<file path="config.mk">
export PLATFORM = sky130hd
export DESIGN_NAME = sram_line_arbiter
export DESIGN_NICKNAME = d
export VERILOG_FILES = /design/src/rtl/sram_arb_pkg.sv /design/src/rtl/sram_line_arbiter_rr_arbiter.sv /design/src/rtl/sram_line_arbiter.sv
export SDC_FILE = /design/constraint.sdc
export NUM_CORES = 1
export LEC_CHECK = 0
export CORE_AREA = 2 2 224 226
export CTS_CLUSTER_SIZE = 28
export DETAILED_ROUTE_END_ITERATION = 12
export DIE_AREA = 0 0 226 228
export GPL_TIMING_DRIVEN = 0
export PLACE_DENSITY_LB_ADDON = 0.08
export SLEW_MARGIN = 10
export SYNTH_ARGS = -nofsm -noshare
export SYNTH_HDL_FRONTEND = slang
export SYNTH_HIERARCHICAL = 1
export SYNTH_SLANG_ARGS = --single-unit
</file>
<file path="constraint.sdc">
create_clock -name clk -period 2.4 [get_ports clk]
set_clock_uncertainty 0.2 [all_clocks]
set_input_delay 0.72 -clock clk [delete_from_list [all_inputs] [get_ports clk]]
set_output_delay 0.72 -clock clk [all_outputs]
set_load 0.02 [all_outputs]
</file>
<file path="src/rtl/sram_arb_pkg.sv">
// Shared types and constants for the SRAM line arbiter: line geometry and
// the transfer sequencer state encoding.
package sram_arb_pkg;

    localparam int LINE_BEATS = 4;
    localparam int WORD_W     = 32;
    localparam int LINE_W     = 128;
    localparam int BEAT_W     = $clog2(LINE_BEATS);

    typedef enum logic [2:0] {
        ST_IDLE,
        ST_WRITE,
        ST_READ,
        ST_DRAIN,
        ST_DONE
    } arbState_t;

    // A single requester still needs a one-bit index register.
    function automatic int idxWidth(input int n);
        return (n > 1) ? $clog2(n) : 1;
    endfunction

endpackage

</file>
<file path="src/rtl/sram_line_arbiter_rr_arbiter.sv">
// Combinational round-robin picker: the search begins one position after the
// previous winner and wraps, so every requester eventually gets a turn.
module rr_arbiter
    import sram_arb_pkg::*;
#(
    parameter  int NUM_REQ = 2,
    localparam int IDX_W   = idxWidth(NUM_REQ)
) (
    input  logic [NUM_REQ-1:0] req,
    input  logic [IDX_W-1:0]   last_grant,
    output logic [NUM_REQ-1:0] grant,
    output logic               grant_valid
);

    always_comb begin
        grant       = '0;
        grant_valid = 1'b0;
        for (int k = 1; k <= NUM_REQ; k++) begin
            for (int j = 0; j < NUM_REQ; j++) begin
                if (!grant_valid && req[j] &&
                    (j == ((int'(last_grant) + k) % NUM_REQ))) begin
                    grant[j]    = 1'b1;
                    grant_valid = 1'b1;
                end
            end
        end
    end

endmodule

</file>
<file path="src/rtl/sram_line_arbiter.sv">
// Shares one 32-bit OpenRAM port between line requesters and the program
// loader; each granted 128-bit line moves as four word beats.
module sram_line_arbiter
    import sram_arb_pkg::*;
#(
    parameter int NUM_REQ = 2,
    parameter int ADDR_W  = 20
) (
    input  logic                      clk,
    input  logic                      reset,
    input  logic [NUM_REQ-1:0]        req,
    input  logic [NUM_REQ-1:0]        we,
    input  logic [NUM_REQ*ADDR_W-1:0] addr_in,
    input  logic [NUM_REQ*LINE_W-1:0] wr_data,
    output logic [LINE_W-1:0]         rd_data_out,
    output logic [NUM_REQ-1:0]        ready,
    input  logic                      is_loading_memory_into_core,
    input  logic [ADDR_W-1:0]         addr_to_core_mem,
    input  logic [WORD_W-1:0]         data_to_core_mem,
    output logic                      busy,
    output logic                      csb0_to_sram,
    output logic                      we_to_sram,
    output logic                      spare_wen0_to_sram,
    output logic [ADDR_W-1:0]         addr0_to_sram,
    output logic [WORD_W-1:0]         din0_to_sram,
    input  logic [WORD_W-1:0]         dout0_to_sram
);

    localparam int IDX_W = idxWidth(NUM_REQ);
    localparam int LA_W  = ADDR_W - 4;

    arbState_t          r_state;
    arbState_t          w_nextState;
    logic [BEAT_W-1:0]  r_beat;
    logic [IDX_W-1:0]   r_winner;
    logic [IDX_W-1:0]   r_lastGrant;
    logic [LA_W-1:0]    r_addrLine;
    logic [LINE_W-1:0]  r_rdData;

    logic [NUM_REQ-1:0] w_grant;
    logic               w_grantValid;
    logic [IDX_W-1:0]   w_grantIdx;
    logic               w_start;
    logic [LINE_W-1:0]  w_wrLine;
    logic [WORD_W-1:0]  w_wrWord;
    logic [BEAT_W-1:0]  w_capWord;
    logic [ADDR_W-1:0]  w_beatAddr;
    logic               w_unusedAddrBits;

    rr_arbiter #(
        .NUM_REQ     (NUM_REQ)
    ) u_rrArbiter (
        .req         (req),
        .last_grant  (r_lastGrant),
        .grant       (w_grant),
        .grant_valid (w_grantValid)
    );

    always_comb begin
        w_grantIdx = '0;
        for (int i = 0; i < NUM_REQ; i++) begin
            if (w_grant[i]) begin
                w_grantIdx = IDX_W'(i);
            end
        end
    end

    // Byte-offset bits within a line never reach the SRAM.
    always_comb begin
        w_unusedAddrBits = 1'b0;
        for (int i = 0; i < NUM_REQ; i++) begin
            w_unusedAddrBits ^= ^addr_in[i*ADDR_W +: 4];
        end
    end

    // The loader owns the port whenever the sequencer is idle.
    assign w_start    = (r_state == ST_IDLE) && !is_loading_memory_into_core && w_grantValid;
    assign w_wrLine   = wr_data[int'(r_winner)*LINE_W +: LINE_W];
    assign w_wrWord   = w_wrLine[int'(r_beat)*WORD_W +: WORD_W];
    assign w_capWord  = r_beat - 1'b1;
    assign w_beatAddr = {2'b00, r_addrLine, r_beat};

    assign busy               = (r_state != ST_IDLE);
    assign rd_data_out        = r_rdData;
    assign spare_wen0_to_sram = 1'b1;

    always_ff @(posedge clk) begin
        if (!reset) begin
            r_state <= ST_IDLE;
        end else begin
            r_state <= w_nextState;
        end
    end

    always_comb begin
        w_nextState   = r_state;
        csb0_to_sram  = 1'b1;
        we_to_sram    = 1'b1;
        addr0_to_sram = '0;
        din0_to_sram  = '0;
        ready         = '0;
        case (r_state)
            ST_IDLE: begin
                if (is_loading_memory_into_core) begin
                    csb0_to_sram  = 1'b0;
                    we_to_sram    = 1'b0;
                    addr0_to_sram = addr_to_core_mem;
                    din0_to_sram  = data_to_core_mem;
                end
                if (w_start) begin
                    w_nextState = we[w_grantIdx] ? ST_WRITE : ST_READ;
                end
            end
            ST_WRITE: begin
                csb0_to_sram  = 1'b0;
                we_to_sram    = 1'b0;
                addr0_to_sram = w_beatAddr;
                din0_to_sram  = w_wrWord;
                if (r_beat == BEAT_W'(LINE_BEATS - 1)) begin
                    w_nextState = ST_DONE;
                end
            end
            ST_READ: begin
                csb0_to_sram  = 1'b0;
                addr0_to_sram = w_beatAddr;
                if (r_beat == BEAT_W'(LINE_BEATS - 1)) begin
                    w_nextState = ST_DRAIN;
                end
            end
            ST_DRAIN: begin
                w_nextState = ST_DONE;
            end
            ST_DONE: begin
                for (int i = 0; i < NUM_REQ; i++) begin
                    ready[i] = (r_winner == IDX_W'(i));
                end
                w_nextState = ST_IDLE;
            end
            default: begin
                w_nextState = ST_IDLE;
            end
        endcase
    end

    // SRAM data lags the access edge by one cycle, so word b-1 lands during beat b.
    always_ff @(posedge clk) begin
        if (!reset) begin
            r_beat      <= '0;
            r_winner    <= '0;
            r_lastGrant <= IDX_W'(NUM_REQ - 1);
            r_addrLine  <= '0;
            r_rdData    <= '0;
        end else begin
            case (r_state)
                ST_IDLE: begin
                    if (w_start) begin
                        r_beat      <= '0;
                        r_winner    <= w_grantIdx;
                        r_lastGrant <= w_grantIdx;
                        r_addrLine  <= addr_in[int'(w_grantIdx)*ADDR_W + 4 +: LA_W];
                    end
                end
                ST_WRITE: begin
                    r_beat <= r_beat + 1'b1;
                end
                ST_READ: begin
                    r_beat <= r_beat + 1'b1;
                    if (r_beat != '0) begin
                        r_rdData[int'(w_capWord)*WORD_W +: WORD_W] <= dout0_to_sram;
                    end
                end
                ST_DRAIN: begin
                    r_rdData[(LINE_BEATS-1)*WORD_W +: WORD_W] <= dout0_to_sram;
                end
                default: begin
                end
            endcase
        end
    end

endmodule

</file>
==> qor_table.md <==
| Result | Reported |
|---|---|
| Vertical extent of the die | 228 um |
| Maximum number of pins on one net before global-route repair | 17 |
| Post-detailed-route via-to-cell ratio | 4.497 |
| Area of the core | 0.04935 sq mm |
| Root buffer selected by CTS | clkbuf_16 |
| Iteration-0 DRC Markers | 441 |
| First-pass DRT Iterations | 4 |
| Final min period | 3006 ps |
| Post-placement cell area | 0.01577 sq mm |
| Die width | 226 um |
| Final hold violation count | 0 |
| Maximum root-to-sink buffer count | 2 |
| Layout cells sized above 1 | 37.77% |
| Post-route fraction of the period consumed by the critical path | 125.3% |
| Most used cells in the layout excluding fill and tap cells | clkdlybuf4s50_1 (452), nand2_1 (179), dfxtp_1 (147) |
| CTS clock-pin slew for the worst setup and hold paths | 60 ps |
| Post-place setup slack | -1975 ps |
| Final net count | 2033 |
| Cell-internal power | 5.651 mW |
| Cell Area, Synth | 0.009128 sq mm |
| Final weighted congestion in routability-driven placement | 0.9538 |
| Number of core rows | 82 |
| Detailed Route WL | 60.34 mm |
| Switching Fraction | 32.44% |
| Power share of the clock group | 31.7% |
| Antenna violations before repair | 18 |
| Num ports | 573 |
| Net Switching | 2.714 mW |
| Final std cells w/o fill | 2326 |
| Area of the multi-input gates | 0.006721 sq mm |
| Classification of the worst setup path | in2out |
| Final max-slew violation count | 0 |
| Final worst setup slack | -606.4 ps |
| Vias in the first global route | 10720 |
| Comb power frac | 37.3% |
| Initial Util | 18.50% |
| Fraction of the core area covered by cells at the end of the flow | 37.88% |
| WP data arrival | 2090 ps |
| Cts bufs inserted | 17 |
| Clock tree from TritonCTS | built |
| Final-layout worst hold slack | 252.9 ps |
| Slowest stage cell on the critical path | clkdlybuf4s50_1 |
| Leakage component of the power | 6.971 nW |
| Die outline area | 0.05153 sq mm |
| Gate Count Post-Synth | 996 |
| Top delay family on crit path | buffers and inverters |
| Cell breakdown of the critical path | clkdlybuf4s50_1 > mux2_2 > o22ai_4 > o31ai_2 > buf_2 |
| RSZ-0062 raised after global routing | true |
| Source-to-sink clock delay at the later pin of the worst-skew pair | 460 ps |
| Number of buffer and inverter instances along the worst setup path | 2 |
| Detailed Place HPWL | 48.16 mm |
| Routed wire length per instance | 25.94 um |
| Number of I/O port buffers | 563 |
| Category of the worst setup path launch point | input pin |
| Accumulated negative setup slack | -31400 ps |
| Commonest non-fill, non-tap cell in the layout | clkdlybuf4s50_1 |
| Power density cells | 447.5 mW/mm^2 |
| Number of levels the H-tree was split into | 4 |
| Part of the total power dissipated in sequential elements | 31.0% |
| Post-route total power | 8.364 mW |
| Fill cells | 4970 |
| Residual DRC | 0 |
| Sequential cell area | 0.003038 sq mm |
| Tightest Hold Check Type | reg2reg |
| Vias post-DR | 10460 |
| Final Cell Area | 0.01869 sq mm |
| Remaining antenna violation count | 0 |
| Placed instance count | 2231 |
| Synthesized netlist net count | 1390 |
| Max-cap check violation count | 0 |
| Post-Syn Area per Cell | 9.164 sq um |
| Failing checks | setup timing |
| Number of clock sinks seen by CTS | 151 |
| CTS Hold Bufs | 0 |
| Result of the run | complete, but fails checks |
| Layout overhead on the synthesized area | 104.8% |
| Peak fanout along the critical path | 1 |
| VDD IR-drop max | 0.5144 mV |
| Final setup violation count | 148 |
| Highest attainable clock frequency | 0.3326 GHz |
| Global-route congestion overflow total | 0 |
| Nature of the critical path endpoint | output port |
| Total routing resource utilization after global routing | 22.86% |
| CP required | 1480 ps |
| First-pass GRT wire length | 82.66 mm |
| Slowest Stage Delay on Critical Path | 610 ps |
| Number of warnings issued by yosys | 6 |
## metal layers
metal	vias up	wire, um	global-route usage (%)
met5	-	83	0
met4	12	912	4.056
met3	54	3470	5.461
met2	355	30420	39.82
met1	5153	25450	28.72
li1	4885	-	-
## worst register-to-register path, cell delays in order, from the launching register on
cell and delay [ps]:
dfxtp_4 410, buf_6 120, clkinvlp_4 100, buf_6 140
buf_6 110, buf_6 110, ha_4 170, nor4b_4 220
buf_6 160, and2_4 180, buf_12 110, buf_12 100
buf_12 110, nand3_4 70, a21boi_2 150
## final timing paths
path / startpoint / to / slack [ps] / cells after the start
max: wr_data[99] / din0_to_sram[3] / -610 / 5
min: rd_data_out[13] / rd_data_out[13] / 250 / 2
max reg2reg: r_beat[1] / rd_data_out[68] / -120 / 14
min reg2reg: rd_data_out[13] / rd_data_out[13] / 250 / 2
## area by class of cell
| type | count | share of cell area (%) |
|---|---|---|
| antenna | 2 | 0.02677 |
| buffer | 91 | 5.254 |
| clock buffer | 20 | 2.390 |
| clock inverter | 12 | 0.5556 |
| inverter | 4 | 0.1004 |
| multi-input combinational | 740 | 35.96 |
| sequential | 151 | 16.25 |
| tap | 672 | 4.498 |
| timing repair buffer | 634 | 34.97 |
## power by group through the flow
stage / Clock (mW) / Sequential (mW) / Combinational (mW)
4_1_cts: 2.73 / 2.59 / 2.91
3_3_place_gp: 0 / 2.64 / 2.51
3_5_place_dp: 0 / 2.64 / 2.51
6_report: 2.66 / 2.59 / 3.12
5_1_grt: 2.80 / 2.60 / 3.28
2_1_floorplan: 0 / 2.63 / 1.14
## timing repair
action	4_1_cts	5_1_grt
pin swaps	68	89
setup endpoints to repair	212	218
gates resized for setup	606	244
cloned	12	5
setup buffers	47	18
## flip-flops by register name (all words and copies together) (netlist names)
name and flops:
r_beat 2, rd_data_out 128, r_winner 1, r_addrLine 16, r_lastGrant 1, r_state 3
Power figures use the tool's default switching activity.
